==> src/rtl/seq_mag_comparator.sv <==
// Purpose : digit-serial magnitude comparator (A>B / A==B / A<B). It compares DIGIT bits per
//           cycle, starting at the MSB digit, and stops at the first digit that differs.
// Latency : the result appears k cycles after the accepting edge. k is the 1-based position of
//           the first differing digit counted from the MSB, or NDIG when A==B.
// Backpr. : in_ready is high only in IDLE. The result is held in DONE until out_ready.
//           flush aborts the operation from any state.
//
// Ports:
//   clk, rst          rising-edge clock, asynchronous active-high reset
//   in_valid/in_ready operand handshake; a, b and signed_mode are sampled on acceptance only
//   flush             synchronous abort; it takes priority over both handshakes
//   out_valid/out_ready result handshake; gt/eq/lt are one-hot while out_valid=1
//   ncycles           number of digits examined for the result (1..NDIG), 0 when idle

module seq_mag_comparator #(
    parameter int WIDTH = 16,
    parameter int DIGIT = 4,
    localparam int NDIG = WIDTH / DIGIT,
    localparam int CNTW = $clog2(NDIG + 1)
) (
    input  logic             clk,
    input  logic             rst,
    input  logic             in_valid,
    output logic             in_ready,
    input  logic [WIDTH-1:0] a,
    input  logic [WIDTH-1:0] b,
    input  logic             signed_mode,
    input  logic             flush,
    output logic             out_valid,
    input  logic             out_ready,
    output logic             gt,
    output logic             eq,
    output logic             lt,
    output logic [CNTW-1:0]  ncycles
);

    localparam int IDXW = (NDIG > 1) ? $clog2(NDIG) : 1;

    typedef enum logic [1:0] {
        S_IDLE = 2'd0,
        S_CMP  = 2'd1,
        S_DONE = 2'd2
    } state_t;

    state_t            state_q, state_d;
    logic [WIDTH-1:0]  a_q, a_d;
    logic [WIDTH-1:0]  b_q, b_d;
    logic [IDXW-1:0]   idx_q, idx_d;
    logic [CNTW-1:0]   cnt_q, cnt_d;
    logic              gt_q, gt_d;
    logic              eq_q, eq_d;
    logic              lt_q, lt_d;
    logic [CNTW-1:0]   ncycles_q, ncycles_d;

    logic [DIGIT-1:0]  a_dig;
    logic [DIGIT-1:0]  b_dig;
    logic [CNTW-1:0]   cnt_inc;

    // The operand registers shift left by one digit after every equal digit. The digit under
    // test (digit idx of the captured value) therefore always sits at the top of the register,
    // so no idx-driven multiplexer is needed.
    assign a_dig   = a_q[WIDTH-1 -: DIGIT];
    assign b_dig   = b_q[WIDTH-1 -: DIGIT];
    assign cnt_inc = cnt_q + CNTW'(1);

    always_comb begin
        state_d   = state_q;
        a_d       = a_q;
        b_d       = b_q;
        idx_d     = idx_q;
        cnt_d     = cnt_q;
        gt_d      = gt_q;
        eq_d      = eq_q;
        lt_d      = lt_q;
        ncycles_d = ncycles_q;

        unique case (state_q)
            S_IDLE: begin
                if (in_valid && !flush) begin
                    a_d = a;
                    b_d = b;
                    // Flipping the sign bit maps two's-complement order onto unsigned order,
                    // so the same digit comparison serves both modes.
                    if (signed_mode) begin
                        a_d[WIDTH-1] = ~a[WIDTH-1];
                        b_d[WIDTH-1] = ~b[WIDTH-1];
                    end
                    idx_d   = IDXW'(NDIG - 1);
                    cnt_d   = '0;
                    state_d = S_CMP;
                end
            end

            S_CMP: begin
                cnt_d = cnt_inc;
                if (a_dig > b_dig) begin
                    gt_d      = 1'b1;
                    ncycles_d = cnt_inc;
                    state_d   = S_DONE;
                end else if (a_dig < b_dig) begin
                    lt_d      = 1'b1;
                    ncycles_d = cnt_inc;
                    state_d   = S_DONE;
                end else if (idx_q == '0) begin
                    eq_d      = 1'b1;
                    ncycles_d = cnt_inc;
                    state_d   = S_DONE;
                end else begin
                    idx_d = idx_q - IDXW'(1);
                    a_d   = a_q << DIGIT;
                    b_d   = b_q << DIGIT;
                end
            end

            S_DONE: begin
                if (out_ready) begin
                    gt_d      = 1'b0;
                    eq_d      = 1'b0;
                    lt_d      = 1'b0;
                    ncycles_d = '0;
                    state_d   = S_IDLE;
                end
            end

            default: begin
                gt_d      = 1'b0;
                eq_d      = 1'b0;
                lt_d      = 1'b0;
                ncycles_d = '0;
                state_d   = S_IDLE;
            end
        endcase

        // flush wins over every handshake. A result still waiting in DONE is dropped, not delivered.
        if (flush) begin
            gt_d      = 1'b0;
            eq_d      = 1'b0;
            lt_d      = 1'b0;
            ncycles_d = '0;
            state_d   = S_IDLE;
        end
    end

    always_ff @(posedge clk or posedge rst) begin
        if (rst) begin
            state_q   <= S_IDLE;
            a_q       <= '0;
            b_q       <= '0;
            idx_q     <= '0;
            cnt_q     <= '0;
            gt_q      <= 1'b0;
            eq_q      <= 1'b0;
            lt_q      <= 1'b0;
            ncycles_q <= '0;
        end else begin
            state_q   <= state_d;
            a_q       <= a_d;
            b_q       <= b_d;
            idx_q     <= idx_d;
            cnt_q     <= cnt_d;
            gt_q      <= gt_d;
            eq_q      <= eq_d;
            lt_q      <= lt_d;
            ncycles_q <= ncycles_d;
        end
    end

    assign in_ready  = (state_q == S_IDLE);
    assign out_valid = (state_q == S_DONE);
    assign gt        = gt_q;
    assign eq        = eq_q;
    assign lt        = lt_q;
    assign ncycles   = ncycles_q;

endmodule

==> config.mk <==
export PLATFORM = sky130hd
export DESIGN_NAME = seq_mag_comparator
export DESIGN_NICKNAME = d
export VERILOG_FILES = /design/src/rtl/seq_mag_comparator.sv
export SDC_FILE = /design/constraint.sdc
export NUM_CORES = 1
export LEC_CHECK = 0
export CAP_MARGIN = 20
export CORE_AREA = 2 2 74 76
export DETAILED_ROUTE_END_ITERATION = 7
export DIE_AREA = 0 0 76 78
export GPL_TIMING_DRIVEN = 0
export HOLD_SLACK_MARGIN = 0.12
export PLACE_DENSITY = 0.78
export SLEW_MARGIN = 30
export SYNTH_ARGS = -nofsm -noshare
export SYNTH_HDL_FRONTEND = slang
export SYNTH_SLANG_ARGS = --single-unit
export TNS_END_PERCENT = 5
==> constraint.sdc <==
create_clock -name clk -period 2.1 [get_ports clk]
set_input_delay 0.42 -clock clk [delete_from_list [all_inputs] [get_ports clk]]
set_output_delay 0.42 -clock clk [all_outputs]
set_load 0.05 [all_outputs]
# After elaboration in Yosys (flattened, before gate mapping)
# Index checks and enable logic that the tools add are counted.
# W data, S select, Z words.
# totals
ff_bits,45
# op_classes
add_sub_neg,2
n_reduce_logical,12
magnitude_cmp,2
eq_ne,15
n_bitwise,2
mux,45
# op_table
cell,count
$mux W16,8
$pmux W16 S2,2
$mux W2,10
$mux W3,6
$ne A3 B3 Y1 const B,5
$mux W1,12
$reduce_and A5 Y1,2
$pmux W1 S3,3
$pmux W3 S3,1
$reduce_and A3 Y1,3
$ne A2 B2 Y1 const B,3
$pmux W2 S3,1
$pmux W3 S2,1
$ne A5 B5 Y1 const B,1
$gt A4 B4 Y1,1
$logic_not A2 Y1,2
$lt A4 B4 Y1,1
$ne A2 B1 Y1 const B,2
$pmux W2 S2,1
$reduce_and A4 Y1,1
$add A3 B1 Y3 const B,1
$ne A3 B1 Y1 const B,1
$ne A3 B2 Y1 const B,1
$eq A2 B1 Y1 const B,1
other kinds (7),8

# Depth between registers and ports, before layout
# depth
depth_word,6
mapped_depth,8
ltp_nobuf,6

# Worst setup path before layout
# Ideal clock, no wire load.
# synth_path
path_type,register -> register
startpoint,reg a_q[15]
endpoint,reg a_q[4]
t_required_ps,1975
arrival_ps,1978
n_path_buf,2
setup_time_ps,125
path_stages_with_launch,8
path_slack_ps,-3
period_less_slack_ps,2103
path_cell_list,dfrtp_1 ha_1 a21o_1 o311a_4 a21o_1 buf_6 buf_12 mux2_4
# synth_between
elab_chain_len,3
word_cells_on_any_way,5
# synth_rtl
item,line_no,rtl
"start, declared",46,"logic [WIDTH-1:0] a_q, a_d;"
"start signal, assigned",147,a_q <= '0;
"start signal, assigned",157,a_q <= a_d;
$lt A4 B4 Y1 / $gt A4 B4 Y1 (equally long branches),"100, 96",
$ne A2 B2 Y1 (no line),-,
$reduce_and A5 Y1 (no line) *,-,
# Every way passes the cells marked *; elsewhere a longest branch is shown, timed or not.
# A chain may end at the register's enable or synchronous reset.

# Final worst setup path
# layout_path
startpoint,reg b_q[15]
endpoint,reg b_q[6]
# layout_between
elab_chain_len,3
word_cells_on_any_way,5
# layout_rtl
item,line_no,rtl
"start, declared",47,"logic [WIDTH-1:0] b_q, b_d;"
"start signal, assigned",148,b_q <= '0;
"start signal, assigned",158,b_q <= b_d;
$lt A4 B4 Y1 / $gt A4 B4 Y1 (equally long branches),"100, 96",
$ne A2 B2 Y1 (no line),-,
$reduce_and A5 Y1 (no line) *,-,
# Marked as above.

==> impl_metrics.py <==
metrics = {
    "run_status": {
        "outcome": "finished, final reports clean",
    },
    "placed_design": {
        "hpwl_mm": 3.65,
        "gp_congestion": 0.747,
        "buffers_on_ports": 45,
    },
    "finish": {
        "layout.core_utilization_pct": 61.6,
        "antenna_cells": 0,
        "fraction_of_final_layout_cells_sized_beyond_drive_strength_1_pct": 17.3,
        "regArea_mm2": 0.00113,
        "nFillCells": 447,
        "fin_nets": 337,
        "area.growth.synth_to_final_pct": 31.4,
        "multi_input_comb_area_mm2": 0.00112,
    },
    "routing": {
        "first_iter_violations": 57,
        "drcViolationCount": 0,
        "drtPass1Iterations": 5,
        "vias_per_cell": 4.86,
        "wl_final_mm": 4.99,
        "ant_nets": 0,
        "avgRoutedWirePerCell_um": 13.7,
        "vias": 1769,
    },
    "worst_setup_path": {
        "ff2ff_setup_slack_ns": 0.01,
        "setup.worst_path.end_class": "flop",
        "worstPathMaxFanout": 10,
        "critical-path-max-stage-delay_ns": 0.38,
        "slowest_cp_cell": "dfrtp_1",
        "critPathMostFrequentCell": "a21o_1",
        "start_kind": "flop",
        "required_ns": 2.28,
        "regToRegStartpoint": "b_q[15]",
        "cp_num_buf_inv": 3,
        "critPathArrivalTime_ns": 2.27,
        "r2r-end": "b_q[6]",
        "worst-setup-path-type": "flop to flop",
        "critical_path.cell_chain": "inv_2, ha_4, a21o_1, o311a_4, a21o_1, buf_6, buf_12, mux2_4",
        "path_delay_family": "compound AO/OA/AOI/OAI gates",
        "reg2reg_depth": 8,
    },
    "logic_synthesis": {
        "synthDistinctLibCells": 34,
        "synth_async_sr_flop_share_pct": 100,
        "synth_cells": 235,
        "synth.yosys.seq_area_share_pct": 47.6,
        "synth-seq-cells": 45,
        "synth-edff-count": 0,
        "largest_cells_by_area_after_synthesis": "dfrtp_1, nand2_1, mux2_4, ha_1, mux2i_1",
        "synthMostInstantiatedCell": "nand2_1",
        "synth.top_cells.by_count": "nand2_1, dfrtp_1, mux2_4",
        "yosysTopAreaCell": "dfrtp_1",
        "syn_area_mm2": 0.00236,
        "post_synth_top_flop": "dfrtp_1",
        "post_synth.cell_area_avg_um2": 10.1,
        "synth.top_cell.area_share_pct": 47.6,
        "syn-num-nets": 279,
        "yosysWarnings": 0,
    },
    "cts": {
        "clock_tree.buffer_depth": 2,
        "clk_pin_slew_ns": 0.09,
        "postCtsHoldBufs": 0,
        "cts.sink_count": 45,
        "numCtsBuffers": 5,
        "clk_latency_ns": 0.31,
        "tritoncts": "yes",
        "clock-root-buffer": "clkbuf_8",
        "cts.htree.levels": 2,
    },
    "grt": {
        "initial_antenna_violation_count": 0,
        "grt_pass1_wl_mm": 8.50,
        "globalRouteMet3Util_pct": 4.07,
        "grt.met1_usage_pct": 23.3,
        "grt.met2_usage_pct": 30.7,
        "groute.usage.overall_pct": 18.2,
        "number_of_global_route_vias_before_repair": 1843,
        "gr-total-overflow": 0,
        "grt_max_degree": 28,
        "grt_most_used_layer": "met2",
    },
    "sta": {
        "fin_crit_ns": 2.09,
        "max-slew-margin-rel_pct": 46.1,
        "finalHoldWorstSlack_ns": 0.422,
        "clock_skew_ns": 0.0144,
        "fmaxAchievable_mhz": 479,
        "final_hold_viol_count": 0,
        "slew_at_the_pin_with_the_worst_max_slew_slack_ns": 0.803,
        "rsz0062_at_grt": "true",
        "setup_total_negative_slack_ns": 0,
        "report.final.setup_viol": 0,
        "layout_worst_path_cycle_share_pct": 99.4,
        "timing.final.max_slew_violations": 0,
    },
    "die": {
        "ios": 46,
        "die-height_um": 78,
        "placementRows": 26,
        "die-area_mm2": 0.00593,
        "initial_util_pct": 46.9,
        "area_inside_the_core_boundary_mm2": 0.00504,
        "die_width_um": 76,
    },
    "power_and_ir_drop": {
        "power_leakage_uw": 0.00150,
        "cellPowerDensity_mw_per_mm2": 1160,
        "ir_worst_vdd_mv": 0.592,
    },
    "job": {
        "drv_cap": 0,
    },
    "worst_hold_path": {
        "min_path_type": "primary input to asynchronous set/reset pin",
    },
}
[routing by layer]
metal  share of wire [%]  wire length, µm
met5                   0                0
met4                 1.5               74
met3                 3.3              167
met2                  48             2400
met1                  47             2340
[worst register-to-register path: stages (launching register included)]
cell,delay (ns)
dfrtp_1,0.38
inv_2,0.08
ha_4,0.21
a21o_1,0.19
o311a_4,0.37
a21o_1,0.17
buf_6,0.13
buf_12,0.15
mux2_4,0.29
[cells in the final DEF, fill, tap and decap left out, types with 2 or more instances in the layout]
cell             instances
o21ai_0                 13
clkdlybuf4s50_1         42
a22o_1                   5
dlygate4sd2_1            3
a21o_1                   3
a21oi_1                  4
mux2_2                   5
dfrtp_1                 45
nor2b_1                  4
inv_1                    8
clkbuf_8                 5
buf_12                   3
mux2i_1                  7
inv_2                    3
nor2_1                   5
clkbuf_1                 6
buf_4                    5
xnor2_1                  2
ha_1                     5
nand2_1                 78
bufinv_16                2
a211oi_1                 2
buf_2                    3
nand2b_1                 3
mux2_4                  15
[area by class of cell]
| class | count | area share (%) |
|---|---|---|
| buffer | 13 | 2.98 |
| clock buffer | 5 | 2.22 |
| clock inverter | 3 | 2.09 |
| inverter | 11 | 1.33 |
| multi-input combinational | 166 | 36.1 |
| sequential | 45 | 36.2 |
| tap | 70 | 2.82 |
| timing repair buffer | 51 | 16.2 |
[registers in the layout, summed over array words and instances, names as in the netlist]
| signal | count |
|---|---|
| idx_q | 2 |
| b_q | 16 |
| gt | 1 |
| a_q | 16 |
| state_q | 2 |
| eq | 1 |
| cnt_q | 3 |
| ncycles | 3 |
| lt | 1 |
[report_power, final]
part           total (µW)  switching [µW]  internal (µW)
registers            1410             202           1210
clock network         771             299            473
logic                1430             668            757
total                3610            1170           2440
[worst max path at each step]
stage | slack [ns] | startpoint | to | depth (start not counted)
after floorplan | 0.04 | a_q[15] | a_q[4] | 7
after global placement | -0.35 | flush | a_q[15] | 6
after detailed placement | -0.36 | flush | b_q[8] | 6
after CTS | -0.02 | b_q[13] | b_q[6] | 8
after global routing | -0.04 | b_q[15] | b_q[6] | 8
final | 0.01 | b_q[15] | b_q[6] | 8
[cells by family after synthesis]
logic type	share of synthesized area [%]
simple gates	18.2
flops	47.6
compound gates	9.74
mux	14.9
buf+inv	5.66
fa+ha+maj	3.18
xor+xnor	0.741
[stage by stage]
stage / setup WS [ns] / total power [µW] / cell area, µm² / cells
2_1_floorplan: 0.0408 / 2380 / 2360 / 235
3_3_place_gp: -0.353 / 2700 / 2900 / 350
3_5_place_dp: -0.359 / 2770 / 2920 / 351
4_1_cts: -0.0158 / 3570 / 3060 / 359
5_1_grt: -0.0413 / 3840 / 3110 / 364
6_report: 0.0134 / 3610 / 3110 / 364
[timing repair]
action,in CTS,in global routing
pin swaps,4,2
gates resized for setup,6,1
buffers inserted,0,5
setup endpoints to repair,17,15
No activity file was read; power rests on OpenSTA's default activity.
